$ cat src/rtl/wb_stage.sv
// rtl/wb_stage.sv - MIPS write-back stage: load wait, result select, register-file write port
// Optional retired-instruction counter port enabled by defining WB_RETIRE_CNT_EN.
module wb_stage #(
  parameter int unsigned MEM_TIMEOUT = 15
) (
  input  logic        clk,
  input  logic        rst,
  input  logic        in_valid,
  output logic        in_ready,
  input  logic [5:0]  in_op,
  input  logic [4:0]  in_write_reg,
  input  logic [31:0] in_alu_result,
  input  logic [1:0]  in_addr_lo,
  input  logic [31:0] in_npc,
  input  logic        mem_rvalid,
  input  logic [31:0] mem_rdata,
  output logic        reg_write,
  output logic [4:0]  write_reg,
  output logic [31:0] write_data,
  output logic        mem_err
`ifdef WB_RETIRE_CNT_EN
  ,
  output logic [31:0] retire_cnt
`endif
);

  localparam logic [5:0] OP_RTYPE = 6'b000000;
  localparam logic [5:0] OP_JAL   = 6'b000011;
  localparam logic [5:0] OP_LB    = 6'b100000;
  localparam logic [5:0] OP_LW    = 6'b100011;
  localparam logic [7:0] TIMEOUT_C = 8'(MEM_TIMEOUT);

  typedef enum logic [0:0] {
    IDLE     = 1'b0,
    WAIT_MEM = 1'b1
  } state_t;

  state_t      state_q, state_d;
  logic [5:0]  op_q, op_d;
  logic [4:0]  wreg_q, wreg_d;
  logic [1:0]  addr_lo_q, addr_lo_d;
  logic [7:0]  cnt_q, cnt_d;
  logic        reg_write_q, reg_write_d;
  logic [4:0]  write_reg_q, write_reg_d;
  logic [31:0] write_data_q, write_data_d;
  logic        mem_err_q, mem_err_d;
  logic [31:0] retire_q, retire_d;

  logic [7:0]  cnt_inc;
  logic [7:0]  lb_byte;
  logic        in_writes;
  logic        in_is_load;
  logic [4:0]  in_dest;

  always_comb begin
    in_writes = 1'b0;
    case (in_op)
      OP_RTYPE, 6'b001000, 6'b001001, 6'b001100, 6'b001101,
      6'b001110, 6'b001111, OP_LW, OP_LB, OP_JAL: in_writes = 1'b1;
      default: in_writes = 1'b0;
    endcase
  end

  assign in_is_load = (in_op == OP_LW) || (in_op == OP_LB);
  assign in_dest    = (in_op == OP_JAL) ? 5'd31 : in_write_reg;
  assign cnt_inc    = cnt_q + 8'd1;

  always_comb begin
    lb_byte = mem_rdata[7:0];
    case (addr_lo_q)
      2'd0: lb_byte = mem_rdata[7:0];
      2'd1: lb_byte = mem_rdata[15:8];
      2'd2: lb_byte = mem_rdata[23:16];
      2'd3: lb_byte = mem_rdata[31:24];
      default: lb_byte = mem_rdata[7:0];
    endcase
  end

  always_comb begin
    state_d      = state_q;
    op_d         = op_q;
    wreg_d       = wreg_q;
    addr_lo_d    = addr_lo_q;
    cnt_d        = cnt_q;
    reg_write_d  = 1'b0;
    write_reg_d  = write_reg_q;
    write_data_d = write_data_q;
    mem_err_d    = mem_err_q;
    retire_d     = retire_q;

    case (state_q)
      IDLE: begin
        if (in_valid) begin
          if (in_is_load) begin
            op_d      = in_op;
            wreg_d    = in_write_reg;
            addr_lo_d = in_addr_lo;
            cnt_d     = 8'd0;
            state_d   = WAIT_MEM;
          end else begin
            retire_d = retire_q + 32'd1;
            if (in_writes) begin
              write_reg_d  = in_dest;
              write_data_d = (in_op == OP_JAL) ? (in_npc + 32'd4) : in_alu_result;
              reg_write_d  = (in_dest != 5'd0);
            end
          end
        end
      end
      WAIT_MEM: begin
        cnt_d = cnt_inc;
        if (mem_rvalid) begin
          state_d      = IDLE;
          retire_d     = retire_q + 32'd1;
          write_reg_d  = wreg_q;
          write_data_d = (op_q == OP_LW) ? mem_rdata : {{24{lb_byte[7]}}, lb_byte};
          reg_write_d  = (wreg_q != 5'd0);
        end else if (cnt_inc == TIMEOUT_C) begin
          // Abandoned load: flag it and retire nothing.
          state_d   = IDLE;
          mem_err_d = 1'b1;
        end
      end
      default: state_d = IDLE;
    endcase
  end

  always_ff @(posedge clk or negedge rst) begin
    if (!rst) begin
      state_q      <= IDLE;
      op_q         <= 6'd0;
      wreg_q       <= 5'd0;
      addr_lo_q    <= 2'd0;
      cnt_q        <= 8'd0;
      reg_write_q  <= 1'b0;
      write_reg_q  <= 5'd0;
      write_data_q <= 32'd0;
      mem_err_q    <= 1'b0;
      retire_q     <= 32'd0;
    end else begin
      state_q      <= state_d;
      op_q         <= op_d;
      wreg_q       <= wreg_d;
      addr_lo_q    <= addr_lo_d;
      cnt_q        <= cnt_d;
      reg_write_q  <= reg_write_d;
      write_reg_q  <= write_reg_d;
      write_data_q <= write_data_d;
      mem_err_q    <= mem_err_d;
      retire_q     <= retire_d;
    end
  end

  assign in_ready   = (state_q == IDLE);
  assign reg_write  = reg_write_q;
  assign write_reg  = write_reg_q;
  assign write_data = write_data_q;
  assign mem_err    = mem_err_q;

`ifdef WB_RETIRE_CNT_EN
  assign retire_cnt = retire_q;
`else
  logic unused_retire;
  assign unused_retire = ^retire_q;
`endif

endmodule

$ cat config.mk
export PLATFORM = sky130hd
export DESIGN_NAME = wb_stage
export DESIGN_NICKNAME = d
export VERILOG_FILES = /design/src/rtl/wb_stage.sv
export SDC_FILE = /design/constraint.sdc
export NUM_CORES = 1
export LEC_CHECK = 0
export ABC_AREA = 1
export BUFFER_PORTS_ARGS = -buffer_cell sky130_fd_sc_hd__buf_4
export CAP_MARGIN = 10
export CORE_MARGIN = 10
export CORE_UTILIZATION = 40
export CTS_CLUSTER_DIAMETER = 100
export DETAILED_ROUTE_END_ITERATION = 16
export PLACE_DENSITY = 0.66
export SYNTH_ARGS = -nofsm -noshare
export SYNTH_HDL_FRONTEND = slang
export SYNTH_SLANG_ARGS = --single-unit
$ cat constraint.sdc
create_clock -name clk -period 3.8 [get_ports clk]
set_input_delay 0.57 -clock clk [delete_from_list [all_inputs] [get_ports clk]]
set_output_delay 0.57 -clock clk [all_outputs]
set_load 0.03 [all_outputs]
==> results.json <==
{
  "cts_htree_levels": 3,
  "io_buffers": 152,
  "die_area_um2": 16000,
  "path_class": "flop to flop",
  "num_io_pins": 153,
  "regArea_um2": 1530,
  "p_leak_nw": 3.24,
  "grt_overflow": 0,
  "nets": 1004,
  "yosys_warnings": 0,
  "maxSlewViolCount": 0,
  "vias": 5357,
  "critPathLaunch": "op_q[2]",
  "yosysSeqAreaShare_pct": 33.7,
  "fin_setup_tns_ns": 0,
  "period_needed_ns": 2.39,
  "wl_per_cell_um": 17.2,
  "drc": 0,
  "clk_pin_slew_ns": 0.05,
  "hp-class": "primary input to async pin",
  "synthToLayoutAreaGrowth_pct": 33.1,
  "cts_resized": 0,
  "antenna_found_initial": 0,
  "fillers": 1144,
  "fmax_mhz": 419,
  "powerDensity_nw_per_um2": 459,
  "diodes": 0,
  "dr.max_layer_used": "met4",
  "largest_reg_flops": 32,
  "ys_ff_latch": 61,
  "whs_ns": 0.325,
  "gp_congestion": 0.907,
  "crit_path_frequent_cell": "nand2_1",
  "critical_path_arrival_ns": 2.60,
  "crit_chain": "nor2_4 > nand3_1 > nand2_1 > inv_1 > nor2_1 > nor2_1 > nand2_1 > nand2_1 > nand2_1 > nand2_1",
  "coreArea_um2": 11000,
  "numCtsBuffers": 9,
  "ctsHoldBuffers": 0,
  "wl_met3_um": 1250,
  "wl_met2_um": 8410,
  "skew_ns": 0.00529,
  "drt_iter0_markers": 523,
  "start_kind": "flop",
  "clk_latency_ns": 0.32,
  "clock_sink_count": 61,
  "rsz0062_at_grt": "no",
  "dieHeight_um": 126,
  "cts-root-buf": "clkbuf_16",
  "cp_max_fo": 21,
  "grt_pass1_vias": 5285,
  "final_cell_area_um2": 6030,
  "grt_pass1_wl_um": 27800,
  "grt_usage_pct": 21.4,
  "setup_viol": 0,
  "critPathRequiredTime_ns": 4.01,
  "syn_nets": 864,
  "r2r-start": "op_q[2]",
  "outcome": "complete, no violations",
  "wl_um": 17800,
  "post_cts_buffers": 0,
  "yosysUniqueCellTypes": 29,
  "relSlewSlack_pct": 39.2,
  "slowest_stage": "nand3_1",
  "rows": 38,
  "critPathMaxStageDelay_ns": 0.51,
  "cts_tree": "done",
  "end_kind": "flop",
  "m1WireLength_um": 7700,
  "postPlaceCellArea_um2": 5750,
  "dr.pass1.iters": 5,
  "grt_max_degree": 62,
  "start_util_pct": 41.2,
  "ir_drop_v": 0.000303,
  "hold_viol_final": 0,
  "multi_input_area_um2": 2560,
  "synth_area_um2": 4530,
  "vias_per_cell": 5.19,
  "dpl.hpwl_um": 14000,
  "die_x_um": 126,
  "ant_nets": 0,
  "min_period_over_period_pct": 62.8,
  "drive_gt1_share_pct": 20.1,
  "clk_path_buf_depth": 2,
  "postSynthAreaPerCell_um2": 6.05,
  "cap_viol_max_count": 0,
  "tightest_slew_ns": 0.911,
  "postSynthCellCount": 748
}
[where the power goes]
part	switching, W	leakage, nW	internal (W)
Clock	0.000293	0.135	0.000473
Combinational	0.000658	2.34	0.000388
Sequential	0.000134	0.763	0.000821
Total	0.00108	3.24	0.00168
[cell usage after synthesis (all sizes together)]
cell	n	area (um2)
o211ai	3	22.5
buf	14	71.3
nand3b	4	30.0
o22ai	8	50.1
o221ai	2	17.5
ha	3	37.5
o21ai	52	260
inv	85	319
nor3	1	5.00
dfrtp	61	1530
nor2	105	419
xor2	8	70.1
o21bai	7	52.6
nand4	4	25.0
clkbuf	12	46.3
nand2	266	1000
and2	2	12.5
nor4	1	6.26
nand3	77	385
o21a	1	7.51
a21oi	32	160
[worst max-delay path: cells and delay by family (launching register included)]
family / cells / cell delay, ns
buf+inv: 1 / 0.22
simple gates: 9 / 1.67
flops: 1 / 0.40
[metal layers]
layer | vias to the layer above | global-route usage (%)
met5 | - | 0
met3 | 29 | 5.12
li1 | 2649 | -
met2 | 224 | 35.7
met1 | 2455 | 26.8
met4 | 0 | 6.50
[area by class of cell]
| type | count | area share [%] |
|---|---|---|
| Clock buffer | 12 | 4.26 |
| Multi-Input combinational cell | 576 | 42.6 |
| Timing Repair Buffer | 155 | 19.3 |
| Clock inverter | 3 | 0.353 |
| Sequential cell | 61 | 25.3 |
| Tap cell | 140 | 2.91 |
| Inverter | 85 | 5.29 |
[worst paths after layout]
check / to / cells past startpoint / slack, ns
setup / recovery: write_data[2] / 10 / 1.41
hold / removal: write_data[21] / 1 / 0.33
setup reg to reg: write_data[2] / 10 / 1.41
hold reg to reg: op_q[5] / 2 / 0.46
max in group asynchronous: write_data[13] / 1 / 2.92
min in group clk: op_q[5] / 2 / 0.46
[through the flow]
step	setup slack [ns]	util [%]	std cells	total power (W)
finish	1.41	54.9	1032	0.00277
global route	1.20	54.9	1032	0.00293
CTS	1.48	54.9	1032	0.00278
detailed placement	1.17	52.3	1017	0.00201
global placement	1.25	52.3	1017	0.00199
floorplan	2.07	-	748	0.00155
[placed cells by master, fill, tap and decap left out]
| cell type | count |
|---|---|
| o21ai_1 | 2 |
| nor2_4 | 2 |
| o22ai_1 | 8 |
| clkbuf_8 | 2 |
| o211ai_1 | 3 |
| inv_1 | 83 |
| ha_1 | 3 |
| a21oi_1 | 32 |
| o21ai_0 | 50 |
| nand2_2 | 2 |
| nor2_1 | 99 |
| o21bai_1 | 7 |
| xor2_1 | 8 |
| clkinv_2 | 1 |
| clkbuf_16 | 9 |
| inv_2 | 2 |
| nand3b_1 | 4 |
| nand2_1 | 264 |
| and2_1 | 2 |
| clkbuf_1 | 1 |
| o21a_1 | 1 |
| o221ai_1 | 2 |
| clkinvlp_4 | 1 |
| nor4_1 | 1 |
| buf_4 | 155 |
| dfrtp_1 | 61 |
| nor3_1 | 1 |
| nand4_1 | 4 |
| nand3_1 | 77 |
| clkinv_4 | 1 |
| nor2_2 | 4 |
[cells by family (layout without fill, tap and decap cells)]
group / count (synthesis) / after routing / synth area share, %
buffers and inverters: 111 / 255 / 9.64
adder cells (fa/ha/maj): 3 / 3 / 0.829
AO/OA/AOI/OAI: 105 / 105 / 12.6
XOR/XNOR: 8 / 8 / 1.55
AND/OR/NAND/NOR: 460 / 460 / 41.7
flip-flops: 61 / 61 / 33.7
Power figures use the tool's default switching activity.
